[src/rtl/us_arp_cache.sv]
// Multi-entry ARP cache: learns {IP, MAC} pairs from ARP traffic, ages them out,
// resolves the destination IP in one cycle and drives a retrying ARP request engine.
module us_arp_cache #(
    parameter int unsigned ENTRIES            = 4,
    parameter logic [31:0] AGE_CYCLES         = 32'd2500000000,
    parameter logic [31:0] REQ_TIMEOUT_CYCLES = 32'd156250000,
    parameter int unsigned MAX_RETRIES        = 3
) (
    input  logic                     clk,
    input  logic                     rstn,
    input  logic                     flush,
    input  logic                     arp_valid,
    input  logic [31:0]              recv_src_ip_addr,
    input  logic [47:0]              recv_src_mac_addr,
    input  logic [31:0]              dst_ip_addr,
    output logic [47:0]              dst_mac_addr,
    output logic                     arp_mac_exist,
    output logic                     arp_request_req,
    input  logic                     arp_request_ack,
    output logic [31:0]              arp_request_ip,
    output logic                     arp_fail,
    output logic [$clog2(ENTRIES):0] entries_used
);

    localparam int unsigned IDX_W   = $clog2(ENTRIES);
    localparam int unsigned CNT_W   = IDX_W + 1;
    localparam int unsigned RETRY_W = (MAX_RETRIES > 0) ? $clog2(MAX_RETRIES + 1) : 1;

    typedef enum logic [1:0] {
        ST_IDLE,
        ST_REQ,
        ST_WAIT,
        ST_HOLD
    } state_e;

    logic [ENTRIES-1:0] valid_q, valid_d;
    logic [31:0]        ip_q  [ENTRIES];
    logic [31:0]        ip_d  [ENTRIES];
    logic [47:0]        mac_q [ENTRIES];
    logic [47:0]        mac_d [ENTRIES];
    logic [31:0]        age_q [ENTRIES];
    logic [31:0]        age_d [ENTRIES];
    logic [IDX_W-1:0]   ptr_q, ptr_d;

    logic               wr_ok_c;
    logic               match_c;
    logic               free_c;
    logic [IDX_W-1:0]   match_idx_c;
    logic [IDX_W-1:0]   free_idx_c;
    logic [IDX_W-1:0]   wr_idx_c;

    logic               hit_c;
    logic [47:0]        hit_mac_c;
    logic [CNT_W-1:0]   used_c;

    logic [47:0]        dst_mac_q;
    logic               exist_q;
    logic [CNT_W-1:0]   used_q;

    state_e             state_q, state_d;
    logic [RETRY_W-1:0] retry_q, retry_d;
    logic [31:0]        timer_q, timer_d;
    logic [31:0]        req_ip_q, req_ip_d;
    logic               req_q;
    logic               fail_q;
    logic               fail_c;

    // Write target: refresh a matching IP, else the lowest free slot, else round-robin victim.
    always_comb begin
        wr_ok_c     = arp_valid && !flush
                      && (recv_src_ip_addr != 32'd0)
                      && (recv_src_mac_addr != 48'hFFFF_FFFF_FFFF)
                      && (recv_src_mac_addr != 48'd0);
        match_c     = 1'b0;
        free_c      = 1'b0;
        match_idx_c = '0;
        free_idx_c  = '0;
        for (int i = 0; i < int'(ENTRIES); i++) begin
            if (!match_c && valid_q[i] && (ip_q[i] == recv_src_ip_addr)) begin
                match_c     = 1'b1;
                match_idx_c = IDX_W'(i);
            end
            if (!free_c && !valid_q[i]) begin
                free_c     = 1'b1;
                free_idx_c = IDX_W'(i);
            end
        end
        if (match_c) begin
            wr_idx_c = match_idx_c;
        end else if (free_c) begin
            wr_idx_c = free_idx_c;
        end else begin
            wr_idx_c = ptr_q;
        end
    end

    // Table next state: aging first so a same-cycle write to an expiring entry wins.
    always_comb begin
        valid_d = valid_q;
        ip_d    = ip_q;
        mac_d   = mac_q;
        age_d   = age_q;
        ptr_d   = ptr_q;
        for (int i = 0; i < int'(ENTRIES); i++) begin
            if (valid_q[i]) begin
                if (age_q[i] == AGE_CYCLES - 32'd1) begin
                    valid_d[i] = 1'b0;
                end else begin
                    age_d[i] = age_q[i] + 32'd1;
                end
            end
        end
        if (wr_ok_c) begin
            valid_d[wr_idx_c] = 1'b1;
            ip_d[wr_idx_c]    = recv_src_ip_addr;
            mac_d[wr_idx_c]   = recv_src_mac_addr;
            age_d[wr_idx_c]   = 32'd0;
            if (!match_c && !free_c) begin
                ptr_d = (ptr_q == IDX_W'(ENTRIES - 1)) ? '0 : ptr_q + IDX_W'(1);
            end
        end
        if (flush) begin
            valid_d = '0;
            ptr_d   = '0;
        end
    end

    always_ff @(posedge clk) begin
        if (!rstn) begin
            valid_q <= '0;
            ptr_q   <= '0;
            for (int i = 0; i < int'(ENTRIES); i++) begin
                ip_q[i]  <= 32'd0;
                mac_q[i] <= 48'd0;
                age_q[i] <= 32'd0;
            end
        end else begin
            valid_q <= valid_d;
            ptr_q   <= ptr_d;
            ip_q    <= ip_d;
            mac_q   <= mac_d;
            age_q   <= age_d;
        end
    end

    // Parallel lookup, lowest index wins; also the valid-entry population count.
    always_comb begin
        hit_c     = 1'b0;
        hit_mac_c = 48'hFFFF_FFFF_FFFF;
        used_c    = '0;
        for (int i = 0; i < int'(ENTRIES); i++) begin
            if (!hit_c && valid_q[i] && (dst_ip_addr != 32'd0) && (ip_q[i] == dst_ip_addr)) begin
                hit_c     = 1'b1;
                hit_mac_c = mac_q[i];
            end
            used_c = used_c + CNT_W'(valid_q[i]);
        end
    end

    always_ff @(posedge clk) begin
        if (!rstn) begin
            dst_mac_q <= 48'hFFFF_FFFF_FFFF;
            exist_q   <= 1'b0;
            used_q    <= '0;
        end else begin
            dst_mac_q <= hit_mac_c;
            exist_q   <= hit_c;
            used_q    <= used_c;
        end
    end

    // Request engine next state.
    always_comb begin
        state_d  = state_q;
        retry_d  = retry_q;
        timer_d  = timer_q;
        req_ip_d = req_ip_q;
        fail_c   = 1'b0;
        case (state_q)
            ST_IDLE: begin
                if (!exist_q && (dst_ip_addr != 32'd0)) begin
                    state_d  = ST_REQ;
                    req_ip_d = dst_ip_addr;
                    retry_d  = '0;
                end
            end
            ST_REQ: begin
                if (arp_request_ack) begin
                    state_d = ST_WAIT;
                    timer_d = 32'd0;
                end
            end
            ST_WAIT: begin
                // Once dst equals the queried IP, a current hit means it was resolved.
                if ((dst_ip_addr != req_ip_q) || hit_c) begin
                    state_d = ST_IDLE;
                end else if (timer_q == REQ_TIMEOUT_CYCLES - 32'd1) begin
                    if (retry_q < RETRY_W'(MAX_RETRIES)) begin
                        retry_d = retry_q + RETRY_W'(1);
                        state_d = ST_REQ;
                    end else begin
                        fail_c  = 1'b1;
                        state_d = ST_HOLD;
                        timer_d = 32'd0;
                    end
                end else begin
                    timer_d = timer_q + 32'd1;
                end
            end
            ST_HOLD: begin
                if (timer_q == REQ_TIMEOUT_CYCLES - 32'd1) begin
                    state_d = ST_IDLE;
                end else begin
                    timer_d = timer_q + 32'd1;
                end
            end
            default: state_d = ST_IDLE;
        endcase
    end

    always_ff @(posedge clk) begin
        if (!rstn) begin
            state_q  <= ST_IDLE;
            retry_q  <= '0;
            timer_q  <= 32'd0;
            req_ip_q <= 32'd0;
            req_q    <= 1'b0;
            fail_q   <= 1'b0;
        end else begin
            state_q  <= state_d;
            retry_q  <= retry_d;
            timer_q  <= timer_d;
            req_ip_q <= req_ip_d;
            req_q    <= (state_d == ST_REQ);
            fail_q   <= fail_c;
        end
    end

    assign dst_mac_addr    = dst_mac_q;
    assign arp_mac_exist   = exist_q;
    assign entries_used    = used_q;
    assign arp_request_req = req_q;
    assign arp_request_ip  = req_ip_q;
    assign arp_fail        = fail_q;

endmodule

[config.mk]
export PLATFORM = sky130hd
export DESIGN_NAME = us_arp_cache
export DESIGN_NICKNAME = d
export VERILOG_FILES = /design/src/rtl/us_arp_cache.sv
export SDC_FILE = /design/constraint.sdc
export NUM_CORES = 1
export LEC_CHECK = 0
export CORE_MARGIN = 3
export CORE_UTILIZATION = 61
export CTS_CLUSTER_SIZE = 30
export DETAILED_ROUTE_END_ITERATION = 10
export PLACE_DENSITY = 0.83
export SLEW_MARGIN = 20
export SYNTH_ARGS = -nofsm -noshare
export SYNTH_HDL_FRONTEND = slang
export SYNTH_SLANG_ARGS = --single-unit
[constraint.sdc]
create_clock -name clk -period 5.1 [get_ports clk]
set_input_delay 0.51 -clock clk [delete_from_list [all_inputs] [get_ports clk]]
set_output_delay 0.51 -clock clk [all_outputs]
set_load 0.005 [all_outputs]
==> flow_summary.toml <==
[sta]
finalCriticalPeriod_ns = 3.99
rsz0062_at_grt = "false"
final_max_slew_viol_count = 0
fin_skew_ns = 0.0339
tns_ns = 0
relSlewSlack_pct = 25.0
tightest_slew_ns = 1.12
finalCritPeriodShare_pct = 78.3
finalSetupViolCount = 0
timing.final.hold_violations = 0
clock.fmax_mhz = 250

[pwr]
power_density_mw_per_mm2 = 307
power_leakage_nw = 13.8
vdd_drop_max_v = 0.000362
power_mw = 9.78

[route]
wirelength_um = 81400
drtIter0Drc = 2524
wl_per_cell_um = 21.3
vias_per_cell = 6.12
final_antenna_net_count = 0
vias = 23300
drc = 0
drt_first_pass_iters = 5

[clock_tree]
cts_tree = "built"
cts_hold_buf = 0
cts_made_buffers = 58
clkTransAtPathRegs_ns = 0.06
cts_resized = 0
htreeDepth = 2
clock_sinks = 576
ctsLongestPathBuffers = 3
cts_setup_buffers = 0
clock_latency_ns = 0.64
cts-root-buf = "clkbuf_16"

[placement]
port_buffers = 202
placed_cells = 3708
hpwl_um = 56800
finalWeightedCongestion = 1.09

[status]
status = "finished, final reports clean"

[critical_path]
crit_fanout = 15
worstSetupStartpointType = "input pin"
crit_required_ns = 5.63
cp_cell_sequence = "clkdlybuf4s50_1, xnor2_1, nand4_1, nor4_1, nand4_1, a21bo_1, a21boi_1, buf_4, nand2b_4, buf_4, mux2i_1"
critPathSlowestCell = "nor4_1"
end_kind = "flop"
crit_family = "simple AND/OR/NAND/NOR gates"
max_stage_delay_ns = 0.80
reg2reg_slack_ns = 1.33
cp.arrival_ns = 4.53
path_buf_inv = 3
path_class = "in -> reg"

[synthesis]
synth_cells = 3087
synth_largest_area_cell = "dfxtp_1"
synth_commonest_cells = "nand2_1 (654), dfxtp_1 (576), mux2i_1 (326)"
synth_most_common_cell = "nand2_1"
synth.area.top_cells = "dfxtp_1 (42%), mux2i_1 (12%), nand2_1 (8.9%)"
async_flop_share_pct = 0
synth.distinct_cells = 62
yosysSeqAreaShare_pct = 41.9
synth.cell_area_sq_mm = 0.0275
syn_avg_cell_area_sq_um = 8.91
ys_seq_elements = 576
synth_ff_type = "dfxtp_1"
ys_warn_count = 0
synth_fp_nets = 3216
synth_top_area_share_pct = 41.9
synth-edff-count = 0

[global_routing]
antenna_found_initial = 2
grt_pass1_vias = 23000
grt_pass1_wl_um = 127000
grtUsageTotal_pct = 33.3
grt_max_degree = 172
grt-ovfl-total = 0

[die]
die_w_um = 218
start_util_pct = 62.0
io_pins = 203
core-area_sq_mm = 0.0444
dieArea_sq_mm = 0.0477
dieHeight_um = 218
rows = 77

[layout]
area_delta_synth_final_pct = 15.6
final_layout_size_suffix_gt1_share_pct = 5.68
finalNetCount = 3305
postLayoutCoreUtil_pct = 71.7
layoutNonFillerInstCount = 3815

[hold_path]
holdCritPathClass = "in -> reg"

[run]
maxCapViolCount = 0
where the power goes:
part / total, mW / internal (mW) / switching (mW)
Combinational: 0.800 / 0.319 / 0.482
Sequential: 4.63 / 4.57 / 0.0672
Clock: 4.35 / 2.54 / 1.81
final cells by class:
type	count	area [sq um]
Multi-Input combinational cell	2251	14900
Clock inverter	21	253
Tap cell	592	741
Inverter	23	86.3
Clock buffer	85	1680
Sequential cell	576	11500
Timing Repair Buffer	266	2660
Fill cell	3273	12600
Antenna cell	1	2.50
final timing paths:
path           endpoint  cells past startpoint                 start
max          mac_q[166]                     11  recv_src_ip_addr[26]
min           age_q[29]                      2                  rstn
max reg2reg  mac_q[166]                     10              ip_q[26]
min reg2reg   mac_q[57]                      2             mac_q[57]
metal layers:
metal  wire length (um)  part of all wire (%)  vias up  track usage, %
met2              38800                    48      983            54.9
li1                   -                     -    10800               -
met4               2820                   3.5        0            12.0
met5                  0                     0        -               0
met3               5650                   6.9      178            4.94
met1              34100                    42    11400            44.6
per-stage QoR:
step	area (sq um)	hold slack (ns)	setup slack, ns
2_1_floorplan	27500	0.432	2.25
3_3_place_gp	29900	0.438	0.714
3_5_place_dp	29900	0.446	0.719
4_1_cts	31800	0.434	1.33
5_1_grt	31800	0.467	1.06
6_report	31800	0.427	1.11
state kept, by name, summed over array words and instances (netlist names):
name / cells
mac_q: 192
age_q: 128
ip_q: 128
dst_mac_addr: 48
arp_request_ip: 32
timer_q: 32
valid_q: 4
entries_used: 3
ptr_q: 2
retry_q: 2
state_q: 2
arp_fail: 1
arp_mac_exist: 1
arp_request_req: 1
cells in the final DEF, fill, tap and decap left out, drive strengths merged, types with 3 or more instances in the layout:
cell type and count:
a21boi 34, clkbuf 85, nor4b 4, nand2 654
clkdlybuf4s50 201, o31ai 6, o22ai 3, buf 65
and3 144, a21oi 34, clkinv 14, nor3b 11
and4 18, nand4b 3, o221ai 48, mux2i 326
nor3 22, nand4 75, mux2 3, nor2 50
dfxtp 576, o21ai 71, ha 11, nand3b 5
inv 25, or3b 3, and2 16, or3 17
nor2b 8, xor2 248, nor4bb 6, nand3 123
bufinv 5, nor4 100, or4 12, o2111ai 4
nand2b 7, xnor2 164
cell families after synthesis:
| logic type | synth area share [%] |
|---|---|
| muxes | 12.0 |
| buffers and inverters | 4.33 |
| AOI/OAI and AO/OA | 5.22 |
| adders and majority gates | 0.573 |
| xor gates and xnor gates | 13.1 |
| and+or+nand+nor | 22.9 |
| DFF | 41.9 |
Note: power is estimated with default switching activity, not from simulation.
